File: config.mk
export PLATFORM = sky130hd
export DESIGN_NAME = pdm_mic_emulator
export DESIGN_NICKNAME = d
export VERILOG_FILES = /design/src/rtl/pdm_mic_emulator.sv
export SDC_FILE = /design/constraint.sdc
export NUM_CORES = 1
export LEC_CHECK = 0
export CAP_MARGIN = 15
export CORE_MARGIN = 3
export CORE_UTILIZATION = 60
export CTS_CLUSTER_DIAMETER = 60
export CTS_CLUSTER_SIZE = 30
export DETAILED_ROUTE_END_ITERATION = 10
export PLACE_DENSITY = 0.83
export SETUP_SLACK_MARGIN = 0.4
export SKIP_CTS_REPAIR_TIMING = 1
export SYNTH_ARGS = -nofsm -noshare
export SYNTH_HDL_FRONTEND = slang
export SYNTH_SLANG_ARGS = --single-unit
File: constraint.sdc
create_clock -name clk -period 5.1 [get_ports clk]
set_input_delay 0.51 -clock clk [delete_from_list [all_inputs] [get_ports clk]]
set_output_delay 0.51 -clock clk [all_outputs]
set_load 0.1 [all_outputs]
File: src/rtl/pdm_mic_emulator.sv
`default_nettype none
// ============================================================================
//  Module   : pdm_mic_emulator
//  Purpose  : PDM transmitter emulating a PDM microphone. Signed PCM samples
//             arrive over a valid/ready handshake, a first-order sigma-delta
//             modulator turns them into a 1-bit stream, and the block drives
//             pdm_clk/pdm_data the way a microphone presents them.
//  Ports    : clk, reset          - system clock, synchronous active-high reset
//             enable              - run the PDM clock and modulator
//             lr_sel              - 1: launch data on pdm_clk rise, 0: on fall
//             pcm_data/valid/ready- sample input handshake (one-entry buffer)
//             pdm_clk, pdm_data   - registered PDM clock and bitstream
//             pdm_oe              - high from the active edge to the opposite one
//             underrun            - 1-cycle pulse at a sample boundary with no sample
//  Revision : 1.0 - initial release
// ============================================================================
module pdm_mic_emulator #(
  parameter int HALF_DIV = 25,
  parameter int OSR      = 64,
  parameter int DATA_W   = 16
) (
  input  logic                     clk,
  input  logic                     reset,
  input  logic                     enable,
  input  logic                     lr_sel,
  input  logic signed [DATA_W-1:0] pcm_data,
  input  logic                     pcm_valid,
  output logic                     pcm_ready,
  output logic                     pdm_clk,
  output logic                     pdm_data,
  output logic                     pdm_oe,
  output logic                     underrun
);

  localparam int DIV_W = (HALF_DIV > 1) ? $clog2(HALF_DIV) : 1;
  localparam int BIT_W = (OSR > 1) ? $clog2(OSR) : 1;
  localparam int ACC_W = DATA_W + 2;

  localparam logic [DIV_W-1:0] DIV_LAST = DIV_W'(HALF_DIV - 1);
  localparam logic [BIT_W-1:0] BIT_LAST = BIT_W'(OSR - 1);

  // Full-scale feedback values, sign-extended to the accumulator width.
  localparam logic signed [ACC_W-1:0] FB_POS = $signed({3'b000, {(DATA_W-1){1'b1}}});
  localparam logic signed [ACC_W-1:0] FB_NEG = $signed({3'b111, {(DATA_W-1){1'b0}}});

  logic [DIV_W-1:0]         div_cnt;
  logic [BIT_W-1:0]         bit_cnt;
  logic signed [ACC_W-1:0]  acc;
  logic signed [DATA_W-1:0] cur_sample;
  logic signed [DATA_W-1:0] sample_buf;
  logic                     buf_full;

  logic                     toggle;
  logic                     active;
  logic                     boundary;
  logic                     handshake;
  logic signed [ACC_W-1:0]  fb;
  logic signed [ACC_W-1:0]  acc_next;
  logic                     bit_next;

  assign pcm_ready = ~buf_full;
  assign handshake = pcm_valid & pcm_ready;

  // The cycle in which the pdm_clk register toggles; the active edge is the
  // toggle towards the level selected by lr_sel.
  assign toggle   = enable && (div_cnt == DIV_LAST);
  assign active   = toggle && (lr_sel ? ~pdm_clk : pdm_clk);
  assign boundary = active && (bit_cnt == BIT_LAST);

  // pdm_data holds the previous modulator bit, so it doubles as the feedback select.
  assign fb       = pdm_data ? FB_POS : FB_NEG;
  assign acc_next = acc + $signed({{2{cur_sample[DATA_W-1]}}, cur_sample}) - fb;
  assign bit_next = ~acc_next[ACC_W-1] && (acc_next != '0);

  always_ff @(posedge clk) begin
    if (reset) begin
      div_cnt    <= '0;
      bit_cnt    <= '0;
      acc        <= '0;
      cur_sample <= '0;
      sample_buf <= '0;
      buf_full   <= 1'b0;
      pdm_clk    <= 1'b0;
      pdm_data   <= 1'b0;
      pdm_oe     <= 1'b0;
      underrun   <= 1'b0;
    end else begin
      underrun <= 1'b0;

      // Sample buffer and boundary reload. A handshake cannot coincide with a
      // full buffer, so the bypass path only applies when the buffer is empty.
      if (boundary) begin
        if (buf_full) begin
          cur_sample <= sample_buf;
          buf_full   <= 1'b0;
        end else if (handshake) begin
          cur_sample <= pcm_data;
        end else begin
          cur_sample <= '0;
          underrun   <= 1'b1;
        end
      end else if (handshake) begin
        sample_buf <= pcm_data;
        buf_full   <= 1'b1;
      end

      if (!enable) begin
        div_cnt <= '0;
        bit_cnt <= '0;
        acc     <= '0;
        pdm_clk <= 1'b0;
        pdm_oe  <= 1'b0;
      end else begin
        if (toggle) begin
          div_cnt <= '0;
          pdm_clk <= ~pdm_clk;
          // Drive on the active edge, release on the opposite edge.
          pdm_oe  <= active;
        end else begin
          div_cnt <= div_cnt + DIV_W'(1);
        end

        if (active) begin
          acc      <= acc_next;
          pdm_data <= bit_next;
          bit_cnt  <= (bit_cnt == BIT_LAST) ? '0 : bit_cnt + BIT_W'(1);
        end
      end
    end
  end

endmodule
`default_nettype wire
==> flow_summary.yaml <==
route:
  drtIter0Drc: 203
  highest_layer: "met4"
  wl_met1_mm: 3.99
  avgViaCountPerCell: 5.74
  wl_per_cell_um: 14.4
  vias: 3409
  wl_met3_um: 425
  met2_length_mm: 3.97
  dr.pass1.iters: 6
  ant_nets: 0
  drc_errors: 0
  wirelength_mm: 8.53
finish:
  nFillCells: 478
  syn2layout_area_growth_pct: 12.9
  n_antenna_cell: 0
  layout.nets: 571
  drive_above_1_share_pct: 6.19
  post-route-util_pct: 71.1
place:
  port_buffers: 25
  hpwl_mm: 6.18
  gp_congestion: 0.900
floorplanning:
  rows: 29
  io_pins: 26
  core_mm2: 0.00649
  die_area_mm2: 0.00785
  die_w_um: 88.6
  die_h_um: 88.6
  start_util_pct: 63.0
synthesis:
  synth_nets: 552
  synth_area_mm2: 0.00409
  synth_cells: 493
  yosysUniqueCellTypes: 52
  async_flop_share_pct: 0
  synth-seq-cells: 66
  ys_seq_area_share_pct: 32.3
  avgSynthCellArea_um2: 8.30
  synth_edf_count: 0
  ys.flop_type: "dfxtp_1"
  yosysWarnings: 0
grt:
  grt_overflow_total: 0
  grtUsageTotal_pct: 23.6
  grt_max_degree: 35
  grt_pass1_vias: 3132
  grt_pass1_wl_mm: 14.6
  antenna_found_initial: 0
setup_path:
  path_buf_inv: 3
  cp-end-kind: "flop"
  path_cells: "buf_4, ha_1, inv_1, ha_1, inv_1, fa_1, nor2b_4, o2111ai_1, a31oi_1, o21ai_1, a2111oi_4, nand4_1, o41ai_2, a21oi_1"
  critPathMaxStageDelay_ps: 730
  crit_arrival_ps: 4120
  cp-start-kind: "flop"
  crit_slowest_cell: "dfxtp_1"
  crit_type: "reg -> reg"
  cp_max_fo: 11
  critical_path_required_ps: 5330
  cp_top_family: "compound AO/OA/AOI/OAI gates"
timing:
  max_freq_ghz: 0.257
  finalHoldViolations: 0
  fin_crit_sh_pct: 76.2
  slew_violations: 0
  hold-worst-slack_ps: 456
  tightestPinTransition_ps: 969
  fin_crit_ps: 3890
  setup_viol: 0
  setup_tns_ps: 0
  maxSlewHeadroom_pct: 35.2
  fin_worst_skew_ps: 11.6
  rsz0062_at_grt: "no"
power_and_ir_drop:
  finalPower_uw: 1140
  p_leak_uw: 0.00188
  ir_drop_mv: 0.254
  cellPowerDensity_mw_per_mm2: 247
cts:
  clockBufferDepth: 2
  clk_pin_slew_ps: 80
  tritoncts: "built"
  insertion_delay_ps: 350
  cts_sinks: 66
  numCtsBuffers: 9
  cts-root-buf: "clkbuf_8"
  htree_num_levels: 3
hold_path:
  hold_path.class: "reg -> reg"
run:
  cap_violations: 0
outcome:
  status: "completed"
sequential cells by signal, summed over array words and instances (netlist names):
signal      cells
bit_cnt         6
buf_full        1
underrun        1
cur_sample     16
pdm_clk         1
pdm_oe          1
sample_buf     16
acc            18
div_cnt         5
pdm_data        1
cell usage after synthesis, drive strengths merged, types with 2 or more instances:
library cell  instances  area share [%]
nand2b                3            0.46
dfxtp                66              32
nand3                10             1.2
nor3                  7            0.86
o211ai                3            0.55
o21a                  5            0.92
nor2                 68             6.2
xnor2                 9             1.9
mux2i                16             3.9
xor2                 15             3.2
inv                  66             6.1
or3                   2            0.43
fa                   17             8.3
o2111ai               2            0.43
o31ai                 2            0.37
ha                   21             6.4
nand4                 4            0.61
nor3b                 3            0.55
a21o                  3            0.55
a21oi                48             6.0
clkbuf               11             1.0
buf                  11             1.7
and3                 19             2.9
o21ai                 7            0.86
a211oi               24             4.5
a31oi                 2            0.31
nand2                31             2.8
nand3b                2            0.37
worst reg2reg max path, stage by stage, from the launching register on:
cell,delay (ps)
dfxtp_1,730
buf_4,360
ha_1,270
inv_1,70
ha_1,180
inv_1,60
fa_1,430
nor2b_4,150
o2111ai_1,140
a31oi_1,350
o21ai_1,170
a2111oi_4,310
nand4_1,170
o41ai_2,320
a21oi_1,70
final timing paths:
| path | cells after the start | from | slack [ps] | to |
|---|---|---|---|---|
| min | 2 | acc[10] | 460 | acc[10] |
| min reg2reg | 2 | acc[10] | 460 | acc[10] |
| max | 14 | pdm_data | 1210 | pdm_data |
| max reg2reg | 14 | pdm_data | 1210 | pdm_data |
placed cells by master (no fill, tap or decap), types with 3 or more instances in the layout:
cell type / instances
nor2_1: 67
inv_1: 66
dfxtp_1: 66
a21oi_1: 47
nand2_1: 31
clkdlybuf4s50_1: 25
a211oi_1: 23
ha_1: 21
and3_1: 18
fa_1: 17
mux2i_1: 16
xor2_1: 15
nand3_1: 10
xnor2_1: 9
clkbuf_8: 9
nor3_1: 7
o21a_1: 5
o21ai_0: 5
buf_4: 5
nand4_1: 4
a21o_1: 3
o211ai_1: 3
nand2b_1: 3
bufinv_16: 3
clkinv_4: 3
per-layer routing:
metal / global-route usage, % / vias to the layer above
li1: - / 1702
met1: 33.3 / 1592
met2: 35.8 / 100
met3: 4.00 / 15
met4: 10.0 / 0
met5: 0 / -
power breakdown:
| group | total [uW] | switching [uW] | internal [uW] |
|---|---|---|---|
| sequential | 532 | 7.65 | 524 |
| combinational | 68.6 | 36.0 | 32.6 |
| clock | 543 | 214 | 329 |
| total | 1140 | 258 | 885 |
final cells by class:
class	instances	area (um2)	area share, %
sequential	66	1320	28.6
tap	77	96.3	2.09
multi-input combinational	339	2420	52.3
timing repair buffer	30	288	6.23
clock buffer	9	124	2.68
inverter	66	248	5.36
clock inverter	7	125	2.71
stage by stage:
step                      setup WS (ps)  cell area [um2]  std cells
after floorplan                     660             4090        493
after global placement             1340             4370        578
after detailed placement           1190             4370        578
after CTS                          1190             4620        594
after global routing                818             4620        594
final                              1210             4620        594
cell families (layout without fill, tap and decap cells):
group | Yosys count | count (layout) | share of synthesized area (%)
compound gates | 105 | 105 | 17.2
xor+xnor | 24 | 24 | 5.14
fa+ha+maj | 38 | 38 | 14.7
buf+inv | 88 | 112 | 8.78
flops | 66 | 66 | 32.3
mux | 16 | 16 | 3.91
simple gates | 156 | 156 | 18.0
Note: power is estimated with default switching activity, not from simulation.
